--- config.mk ---
export PLATFORM = sky130hd
export DESIGN_NAME = instr_byte_serializer_flat
export DESIGN_NICKNAME = d
export VERILOG_FILES = /design/src/rtl/instr_byte_serializer_pkg.sv /design/src/rtl/instr_byte_serializer_if.sv /design/src/rtl/instr_byte_serializer_fifo.sv /design/src/rtl/instr_byte_serializer.sv /design/src/flat_wrapper.sv
export SDC_FILE = /design/constraint.sdc
export NUM_CORES = 1
export LEC_CHECK = 0
export CORE_AREA = 8 8 117 108
export CTS_BUF_LIST = sky130_fd_sc_hd__clkbuf_8
export DETAILED_ROUTE_END_ITERATION = 8
export DIE_AREA = 0 0 125 116
export HOLD_SLACK_MARGIN = 0.15
export PLACE_DENSITY = 0.77
export SYNTH_ARGS = -nofsm -noshare
export SYNTH_HDL_FRONTEND = slang
export SYNTH_SLANG_ARGS = --single-unit
--- constraint.sdc ---
create_clock -name clk -period 6.8 [get_ports clk]
set_input_delay 1.36 -clock clk [delete_from_list [all_inputs] [get_ports clk]]
set_output_delay 1.36 -clock clk [all_outputs]
set_load 0.03 [all_outputs]
--- src/rtl/instr_byte_serializer_pkg.sv ---
// Shared definitions for the instruction byte link: opcode encoding,
// instruction width and opcode classification helpers.
package instr_byte_serializer_pkg;

   localparam int INSTR_W = 16;

   typedef enum logic [2:0] {
      R_TYPE  = 3'd0,
      I_TYPE  = 3'd1,
      B_TYPE  = 3'd2,
      J_TYPE  = 3'd3,
      M_TYPE  = 3'd4,
      SYS_END = 3'd5
   } opcode_t;

   // I and M instructions carry an immediate and go out as four bytes.
   function automatic logic is_long_op(input logic [2:0] op);
      return (op == I_TYPE) || (op == M_TYPE);
   endfunction

   function automatic logic is_legal_op(input logic [2:0] op);
      return (op == R_TYPE) || (op == I_TYPE) || (op == B_TYPE) ||
             (op == J_TYPE) || (op == M_TYPE) || (op == SYS_END);
   endfunction

endpackage

--- src/rtl/instr_byte_serializer_if.sv ---
// Instruction push handshake plus the byte link towards the CPU's
// instruction shift register.
interface instr_byte_serializer_if;
   import instr_byte_serializer_pkg::*;

   logic               in_valid;
   logic               in_ready;
   logic [INSTR_W-1:0] in_instr;
   logic [INSTR_W-1:0] in_imm;
   logic               tx_en;
   logic [7:0]         serial_out;
   logic               data_ready;

   modport master (
      output in_valid, in_instr, in_imm, tx_en,
      input  in_ready, serial_out, data_ready
   );

   modport slave (
      input  in_valid, in_instr, in_imm, tx_en,
      output in_ready, serial_out, data_ready
   );

endinterface

--- src/rtl/instr_byte_serializer_fifo.sv ---
// Synchronous DEPTH-entry FIFO; pointers carry an extra wrap bit so that
// full and empty are told apart without an occupancy counter.
module instr_fifo #(
   parameter int DEPTH = 2,
   parameter int WIDTH = 32
) (
   input  logic             clk,
   input  logic             rst,
   input  logic             push,
   input  logic [WIDTH-1:0] wdata,
   input  logic             pop,
   output logic [WIDTH-1:0] rdata,
   output logic             full,
   output logic             empty
);
   localparam int AW = $clog2(DEPTH);

   logic [WIDTH-1:0] mem_q [DEPTH];
   logic [AW:0]      wr_ptr_q, wr_ptr_d;
   logic [AW:0]      rd_ptr_q, rd_ptr_d;
   logic             push_ok, pop_ok;

   assign empty   = (wr_ptr_q == rd_ptr_q);
   assign full    = (wr_ptr_q[AW] != rd_ptr_q[AW]) &&
                    (wr_ptr_q[AW-1:0] == rd_ptr_q[AW-1:0]);
   assign push_ok = push && !full;
   assign pop_ok  = pop && !empty;
   assign rdata   = mem_q[rd_ptr_q[AW-1:0]];

   always_comb begin
      wr_ptr_d = wr_ptr_q;
      rd_ptr_d = rd_ptr_q;
      if (push_ok) wr_ptr_d = wr_ptr_q + (AW+1)'(1);
      if (pop_ok)  rd_ptr_d = rd_ptr_q + (AW+1)'(1);
   end

   always_ff @(posedge clk) begin
      if (rst) begin
         wr_ptr_q <= '0;
         rd_ptr_q <= '0;
      end else begin
         wr_ptr_q <= wr_ptr_d;
         rd_ptr_q <= rd_ptr_d;
      end
   end

   always_ff @(posedge clk) begin
      if (push_ok) mem_q[wr_ptr_q[AW-1:0]] <= wdata;
   end

endmodule

--- src/rtl/instr_byte_serializer.sv ---
// Buffers whole instructions and emits them little-endian, one byte per
// tx_en cycle, with a mandatory idle gap after every instruction.
module instr_byte_serializer
   import instr_byte_serializer_pkg::*;
#(
   parameter int DEPTH      = 2,
   parameter int GAP_CYCLES = 1
) (
   input  logic                     clk,
   input  logic                     rst,
   instr_byte_serializer_if.slave   bus,
   output logic                     busy,
   output logic                     halted,
   output logic                     err,
   output logic [15:0]              sent_count
);
   localparam int GAP_W = (GAP_CYCLES > 1) ? $clog2(GAP_CYCLES) : 1;

   typedef enum logic [2:0] {
      S_IDLE, S_LOAD, S_B0, S_B1, S_B2, S_B3, S_GAP, S_HALTED
   } state_t;

   state_t                state_q, state_d;
   logic [2*INSTR_W-1:0]  hold_q, hold_d;
   logic [7:0]            last_byte_q, last_byte_d;
   logic [15:0]           sent_count_q, sent_count_d;
   logic [GAP_W-1:0]      gap_cnt_q, gap_cnt_d;

   logic [2*INSTR_W-1:0]  fifo_rdata;
   logic                  fifo_full, fifo_empty, fifo_pop;
   logic                  strobe, done;
   logic [7:0]            cur_byte;
   logic [2:0]            op;

   instr_fifo #(.DEPTH(DEPTH), .WIDTH(2*INSTR_W)) u_fifo (
      .clk   (clk),
      .rst   (rst),
      .push  (bus.in_valid && bus.in_ready),
      .wdata ({bus.in_imm, bus.in_instr}),
      .pop   (fifo_pop),
      .rdata (fifo_rdata),
      .full  (fifo_full),
      .empty (fifo_empty)
   );

   assign op = hold_q[2:0];

   always_comb begin
      state_d      = state_q;
      hold_d       = hold_q;
      last_byte_d  = last_byte_q;
      sent_count_d = sent_count_q;
      gap_cnt_d    = gap_cnt_q;
      fifo_pop     = 1'b0;
      err          = 1'b0;
      strobe       = 1'b0;
      done         = 1'b0;
      cur_byte     = 8'h00;
      unique case (state_q)
         S_IDLE: begin
            if (!fifo_empty) begin
               fifo_pop = 1'b1;
               hold_d   = fifo_rdata;
               state_d  = S_LOAD;
            end
         end
         S_LOAD: begin
            if (is_legal_op(op)) begin
               state_d = S_B0;
            end else begin
               err     = !rst;
               state_d = S_IDLE;
            end
         end
         S_B0: begin
            cur_byte = hold_q[7:0];
            if (bus.tx_en) state_d = S_B1;
         end
         S_B1: begin
            cur_byte = hold_q[15:8];
            if (bus.tx_en) begin
               if (is_long_op(op)) state_d = S_B2;
               else                done    = 1'b1;
            end
         end
         S_B2: begin
            cur_byte = hold_q[23:16];
            if (bus.tx_en) state_d = S_B3;
         end
         S_B3: begin
            cur_byte = hold_q[31:24];
            if (bus.tx_en) done = 1'b1;
         end
         S_GAP: begin
            if (gap_cnt_q == GAP_W'(GAP_CYCLES - 1)) begin
               state_d = (op == SYS_END) ? S_HALTED : S_IDLE;
            end else begin
               gap_cnt_d = gap_cnt_q + GAP_W'(1);
            end
         end
         S_HALTED: ;
         default: state_d = S_IDLE;
      endcase

      if (state_q inside {S_B0, S_B1, S_B2, S_B3}) strobe = bus.tx_en && !rst;
      if (strobe) last_byte_d = cur_byte;
      if (done) begin
         sent_count_d = sent_count_q + 16'd1;
         gap_cnt_d    = '0;
         state_d      = S_GAP;
      end
   end

   always_ff @(posedge clk) begin
      if (rst) begin
         state_q      <= S_IDLE;
         hold_q       <= '0;
         last_byte_q  <= 8'h00;
         sent_count_q <= 16'h0000;
         gap_cnt_q    <= '0;
      end else begin
         state_q      <= state_d;
         hold_q       <= hold_d;
         last_byte_q  <= last_byte_d;
         sent_count_q <= sent_count_d;
         gap_cnt_q    <= gap_cnt_d;
      end
   end

   // serial_out only moves on a strobe, so the receiver sees a stable bus otherwise.
   assign bus.serial_out = strobe ? cur_byte : last_byte_q;
   assign bus.data_ready = strobe;
   assign bus.in_ready   = !fifo_full && (state_q != S_HALTED) && !rst;
   assign halted         = (state_q == S_HALTED);
   assign busy           = ((state_q != S_IDLE) && (state_q != S_HALTED)) || !fifo_empty;
   assign sent_count     = sent_count_q;

endmodule

--- src/flat_wrapper.sv ---
// flat-port wrapper written by rule: the top's interface ports become plain ports
module instr_byte_serializer_flat import instr_byte_serializer_pkg::*;
#(
   parameter int DEPTH      = 2,
   parameter int GAP_CYCLES = 1
)
  (clk, rst, busy, halted, err, sent_count, bus_in_valid, bus_in_instr, bus_in_imm, bus_tx_en, bus_in_ready, bus_serial_out, bus_data_ready);
  instr_byte_serializer_if bus_i ();
  input  logic clk;
  input  logic rst;
  output logic busy;
  output logic halted;
  output logic err;
  output logic [15:0] sent_count;
  input wire logic [$bits(bus_i.in_valid)-1:0] bus_in_valid;
  input wire logic [$bits(bus_i.in_instr)-1:0] bus_in_instr;
  input wire logic [$bits(bus_i.in_imm)-1:0] bus_in_imm;
  input wire logic [$bits(bus_i.tx_en)-1:0] bus_tx_en;
  output wire logic [$bits(bus_i.in_ready)-1:0] bus_in_ready;
  output wire logic [$bits(bus_i.serial_out)-1:0] bus_serial_out;
  output wire logic [$bits(bus_i.data_ready)-1:0] bus_data_ready;
  assign bus_i.in_valid = bus_in_valid;
  assign bus_i.in_instr = bus_in_instr;
  assign bus_i.in_imm = bus_in_imm;
  assign bus_i.tx_en = bus_tx_en;
  assign bus_in_ready = bus_i.in_ready;
  assign bus_serial_out = bus_i.serial_out;
  assign bus_data_ready = bus_i.data_ready;
  instr_byte_serializer #(.DEPTH(DEPTH), .GAP_CYCLES(GAP_CYCLES)) u_core (.clk(clk), .rst(rst), .bus(bus_i), .busy(busy), .halted(halted), .err(err), .sent_count(sent_count));
endmodule
# --- Word level (Yosys, flattened, before mapping) ---
# Memory sizes are Yosys's and may differ from the RTL's. A register that Yosys moved wholly into a read port is not among the register bits.
# Index checks and enable logic that the tools add are counted.
# Widths: inputs -> output; s select.
word_totals:
  out_inout_bits: 29
  mem_count: 1
  elab_cells: 93
  regBits: 32
  in_bits: 36
  ram_bits: 64
memory_table:
  columns: ["memory", "depth", "word_bits", "rd", "rd_ports_with_merged_regs", "write_ports", "line", "rtl"]
  rows:
  - ["u_core.u_fifo.mem_q", 2, 32, 1, 1, 1, "instr_byte_serializer_fifo.sv:18", "logic [WIDTH-1:0] mem_q [DEPTH];"]
classes:
  bitwise: 1
  muxes: 24
  n_addsub: 4
  n_reduce_logical: 28
  n_eq_ne: 28
ops:
  columns: ["cell", "count"]
  rows:
  - ["$pmux 8 s4", 1]
  - ["$mux 3", 8]
  - ["$eq 3x3->1 const B", 6]
  - ["$pmux 3 s6", 1]
  - ["$add 16x1->16 const B", 1]
  - ["$reduce_and 7->1", 2]
  - ["$eq 3x2->1 const B", 4]
  - ["$mux 1", 11]
  - ["$ne 2x2->1 const B", 5]
  - ["$ne 3x2->1 const B", 3]
  - ["$ne 3x3->1 const B", 3]
  - ["$logic_and 1x1->1", 8]
  - ["$mux 8", 1]
  - ["$logic_or 1x1->1", 7]
  - ["$reduce_bool 7->1", 1]
  - ["$eq 3x1->1 const B", 2]
  - ["$logic_not 3->1", 2]
  - ["$reduce_bool 6->1", 1]
  - ["$add 2x1->2 const B", 2]
  - ["$reduce_bool 4->1", 1]
  - ["$logic_not 1->1", 3]
  - ["$ne 3x1->1 const B", 1]
  - ["$reduce_bool 3->1", 1]
  - ["$eq 2x2->1", 1]
  - ["other kinds (9)", 9]

# --- Depth between registers and ports, before layout ---
logic_depth:
  word_depth: 9
  depth_mapped: 8
  depth_no_buf: 7

# --- Modules after synthesis ---
# A second synthesis with hierarchy kept.
unflattened:
  hier_cells: 498
  hier_area_um2: 5610.4
modules_own_cells:
  columns: ["mod", "area_per_inst_um2", "cells_each", "seq_area_each_um2", "n_inst"]
  rows:
  - ["instr_byte_serializer", 3025.4, 365, 1181.1, 1]
  - ["instr_fifo", 2585.0, 133, 2021.9, 1]

# --- Least setup slack after synthesis ---
# Ideal clock, no wire load.
synth_timing:
  path_type: "input-to-reg"
  start: "in rst"
  end: "mem u_core.u_fifo.mem_q[0][0], enable pin"
  slack_ns: 2.562
  cell_stages: 3
  n_path_buf: 0
  t_arrival_ns: 3.817
  required_time_ns: 6.379
  setup_ns: 0.421
  path_cell_list: "a211oi_1 > nand2_1 > nor2_1"
synth_between:
  elab_chain_len: 6
synth_lines:
  columns: ["element", "line", "rtl"]
  rows:
  - ["from (decl)", "flat_wrapper.sv:10", "input logic rst;"]
  - ["$logic_not 1->1", "instr_byte_serializer.sv:133", "assign bus.in_ready = !fifo_full && (state_q != S_HALTED) && !rst;"]
  - ["$logic_and 1x1->1", "instr_byte_serializer.sv:133", null]
  - ["$logic_and 1x1->1", "instr_byte_serializer.sv:38", ".push (bus.in_valid && bus.in_ready),"]
  - ["$logic_and 1x1->1", "instr_byte_serializer_fifo.sv:26", "assign push_ok = push && !full;"]
  - ["$mux 1", "instr_byte_serializer_fifo.sv:48", "if (push_ok) mem_q[wr_ptr_q[AW-1:0]] <= wdata;"]
  - ["$mux 1 (implied by the code)", "instr_byte_serializer_fifo.sv:48", null]
  - ["to (decl)", "instr_byte_serializer_fifo.sv:18", null]
# No other way between the ends.

# --- Worst setup path in the final report ---
layout_timing:
  start: "in bus_tx_en"
  end: "out bus_serial_out[3]"
layout_between:
  elab_chain_len: 3
layout_lines:
  columns: ["element", "line", "rtl"]
  rows:
  - ["from (decl)", "flat_wrapper.sv:18", "input wire logic [$bits(bus_i.tx_en)-1:0] bus_tx_en;"]
  - ["$logic_and 1x1->1", "instr_byte_serializer.sv:105", "if (state_q inside {S_B0, S_B1, S_B2, S_B3}) strobe = bus.tx_en && !rst;"]
  - ["$mux 1", "instr_byte_serializer.sv:105", null]
  - ["$mux 8", null, null]
  - ["to (decl)", "flat_wrapper.sv:20", "output wire logic [$bits(bus_i.serial_out)-1:0] bus_serial_out;"]
# No other way between the ends.

==> metrics <==
WL/cell 17.55 um; initial core utilization just under 50%; PortBufs between 60 and 70; min Tclk post-route ~4.9 ns; Yosys reg bits ~130; chip width between 100 and 150 um; gr usage total around 16%; I/O pin count between 60 and 70; Cells after Synth roughly 420; metal1 wirelength 4762 um; Slew @ Worst Pin 1.133 ns; ant diodes 0; Initial DRC Count 300; WP data arrival around 3.6 ns; H-tree levels 4; row count 36; met3 wire length 663 um; max_cap viols 0; first-pass GRT wire length 17710 um; Peak Freq between 0.2 and 0.25 GHz; CP Max Fanout 15; Post-CTS Hold Fix Bufs 0; Skew-Pair Late Insertion Delay approximately 0.44 ns; Syn Std Cell Area between 5000 and 6000 um2; Reg2Reg Setup Slack between 3 and 4 ns; initial antenna violation count 0; top layer in use met4; CTS Root Cell clkbuf_8; First-pass DRT Iterations 4; peak supply drop roughly 0.17 mV; Slew headroom 24.39%; synthesis-to-finish area growth 20.96%; Synth cell types 47; startpoint types primary input; synthesized area per cell between 10 and 15 um2; Total Power approximately 2.2 mW; CTS tree yes; final WL 10950 um; Synth warnings 0; Layout Skew between 0.01 and 0.015 ns; vias in the first global route between 3000 and 4000; FF-to-FF End u_core.sent_count[13]$_SDFFE_PP0P_; FF-to-FF path depth 6; period utilization between 70 and 80%; clk sink count 127; pin count of the biggest net entering global routing 65; layout cells sized above 1 a little over a tenth; # Post-CTS Setup Buffers 0; CTS Buf Count 17; Final setup viols 0; Vias/cell between 5 and 6; CP endpoint kind primary output; core area 10630 um2; Final Hold Viols 0; final estimated routing congestion in global placement roughly 0.81; WP data required ~5.4 ns; RSZ-0062 raised after global routing no; setup TNS 0 ns; Hold Crit Start u_core.last_byte_q[7]$_SDFF_PP0_; Bufs on Longest Clock Path 2; worst min path class flip-flop to flip-flop; routed wire length on met2 around 5300 um; nets ~520; post_cts resized 0; hold endpoint u_core.last_byte_q[7]$_SDFF_PP0_; total grt overflow 0; critical setup path kind primary input to primary output; vias between 3000 and 4000; hold-critical path depth 2; status complete, no violations; hpwl dp around 7200 um; die height ~120 um; sequential area share after synthesis 61.23%; fin. max-slew vios 0; Power Density about 350 nW/um2; Synthesized Nets roughly 460; leakage 2.050 nW; DIE AREA roughly 15000 um2; clock edge transition at the registers on the reported setup and hold paths ~0.070 ns; # DRC 0; DRT antenna net count 0; Reg-to-Reg Start u_core.state_q[1]$_SDFFE_PP0P_
[final cells by class]
| class | instances | area (um2) |
|---|---|---|
| Timing Repair Buffer | 70 | 680.7 |
| Fill cell | 874 | 4342 |
| Inverter | 6 | 22.52 |
| Tap cell | 133 | 166.4 |
| Multi-Input combinational cell | 256 | 1867 |
| Clock inverter | 15 | 133.9 |
| Clock buffer | 17 | 234.0 |
| Sequential cell | 127 | 3184 |
[metrics by stage]
| step | cell area (um2) | cells | setup slack [ns] | utilization [%] | hold WS (ns) |
|---|---|---|---|---|---|
| CTS | 6289 | 624 | 1.861 | 59.16 | 0.4741 |
| global route | 6289 | 624 | 1.753 | 59.16 | 0.4964 |
| finish | 6289 | 624 | 1.867 | 59.16 | 0.4728 |
| floorplan | 5199 | 418 | 2.562 | - | 0.4443 |
| global placement | 5921 | 592 | 1.929 | 55.70 | 0.4541 |
| detailed placement | 5921 | 592 | 1.853 | 55.70 | 0.4642 |
[logic make-up after synthesis]
family | synth area share, %
xor+xnor | 3.875
flops | 61.23
mux | 6.354
simple gates | 9.170
buf+inv | 3.129
compound gates | 15.76
fa+ha+maj | 0.4813
[state kept, by name, indices dropped and copies added, names as in the netlist]
register                flops
u_core.hold_q              32
u_core.u_fifo.mem_q        64
u_core.last_byte_q          8
u_core.state_q              3
u_core.u_fifo.rd_ptr_q      2
u_core.u_fifo.wr_ptr_q      2
u_core.sent_count          16
[critical path, cell delays in order]
cell and delay, ns:
clkdlybuf4s50_1 0.62, nand2_1 0.41, a211oi_1 0.33, a21o_1 0.16
clkdlybuf4s50_1 0.68
[metal layers]
layer	GRT usage, %	up-vias
li1	-	1692
met1	17.18	1655
met2	26.11	82
met3	6.762	17
met4	7.536	0
met5	0	-
[where the power goes]
group	total (mW)	leakage [nW]	switching (mW)	internal (mW)
clock network	0.607	0.200	0.289	0.318
registers	1.05	1.10	0.114	0.939
logic	0.564	0.749	0.330	0.234
[worst max path at each step]
stage / startpoint / to / slack [ns] / depth (start not counted)
floorplan: rst / u_core.u_fifo.mem_q[0][0]$_DFFE_PP_ / 2.56 / 3
global placement: bus_tx_en / bus_serial_out[3] / 1.93 / 5
detailed placement: bus_tx_en / bus_serial_out[3] / 1.85 / 5
CTS: bus_tx_en / bus_serial_out[3] / 1.86 / 5
global route: bus_tx_en / bus_serial_out[4] / 1.75 / 5
finish: bus_tx_en / bus_serial_out[3] / 1.87 / 5
[cell usage in the layout, fill, tap and decap left out, types with 2 or more instances in the layout]
master and count:
edfxtp_1 64, clkdlybuf4s50_1 63, dfxtp_1 62, nor2_1 54
a211oi_1 40, mux2i_1 33, xnor2_1 20, nand2_1 19
clkbuf_8 17, inv_1 11, a22oi_1 8, nor2b_1 7
a221oi_1 7, a21oi_1 7, nand3_1 6, a2111oi_2 6
a211oi_2 6, buf_4 6, a21o_1 5, xor2_1 3
o21ai_0 3, a311oi_1 2, and3_1 2, nor3_1 2
o211ai_1 2, nand2b_1 2, and4_1 2, ha_1 2
clkinv_2 2, clkinv_4 2, clkinvlp_4 2, bufinv_16 2
[synthesized netlist by cell type, drive strengths merged]
cell / instances / share of area [%]
a311o: 1 / 0.19
a21o: 5 / 0.72
nor3: 2 / 0.19
o211ai: 2 / 0.29
buf: 17 / 1.8
nor2: 55 / 4.0
and4: 2 / 0.34
nand4b: 1 / 0.17
o21ai: 3 / 0.29
mux2i: 33 / 6.4
a31oi: 1 / 0.12
o2111ai: 1 / 0.51
nor2b: 7 / 0.84
a22oi: 8 / 1.2
a2111oi: 8 / 2.4
a211oi: 46 / 7.2
clkbuf: 12 / 0.87
dfxtp: 63 / 24
ha: 2 / 0.48
a211o: 1 / 0.17
a32oi: 1 / 0.17
a311oi: 2 / 0.34
a221oi: 7 / 1.2
nand4: 2 / 0.36
nand2: 20 / 1.5
o2bb2ai: 1 / 0.17
nand2b: 2 / 0.24
and3: 2 / 0.24
and2b: 1 / 0.14
nand3b: 1 / 0.14
inv: 6 / 0.43
nand3: 7 / 0.91
a21oi: 7 / 0.67
a21boi: 1 / 0.14
edfxtp: 64 / 37
xnor2: 20 / 3.4
xor2: 3 / 0.51
and2: 1 / 0.12
Power figures use the tool's default switching activity.
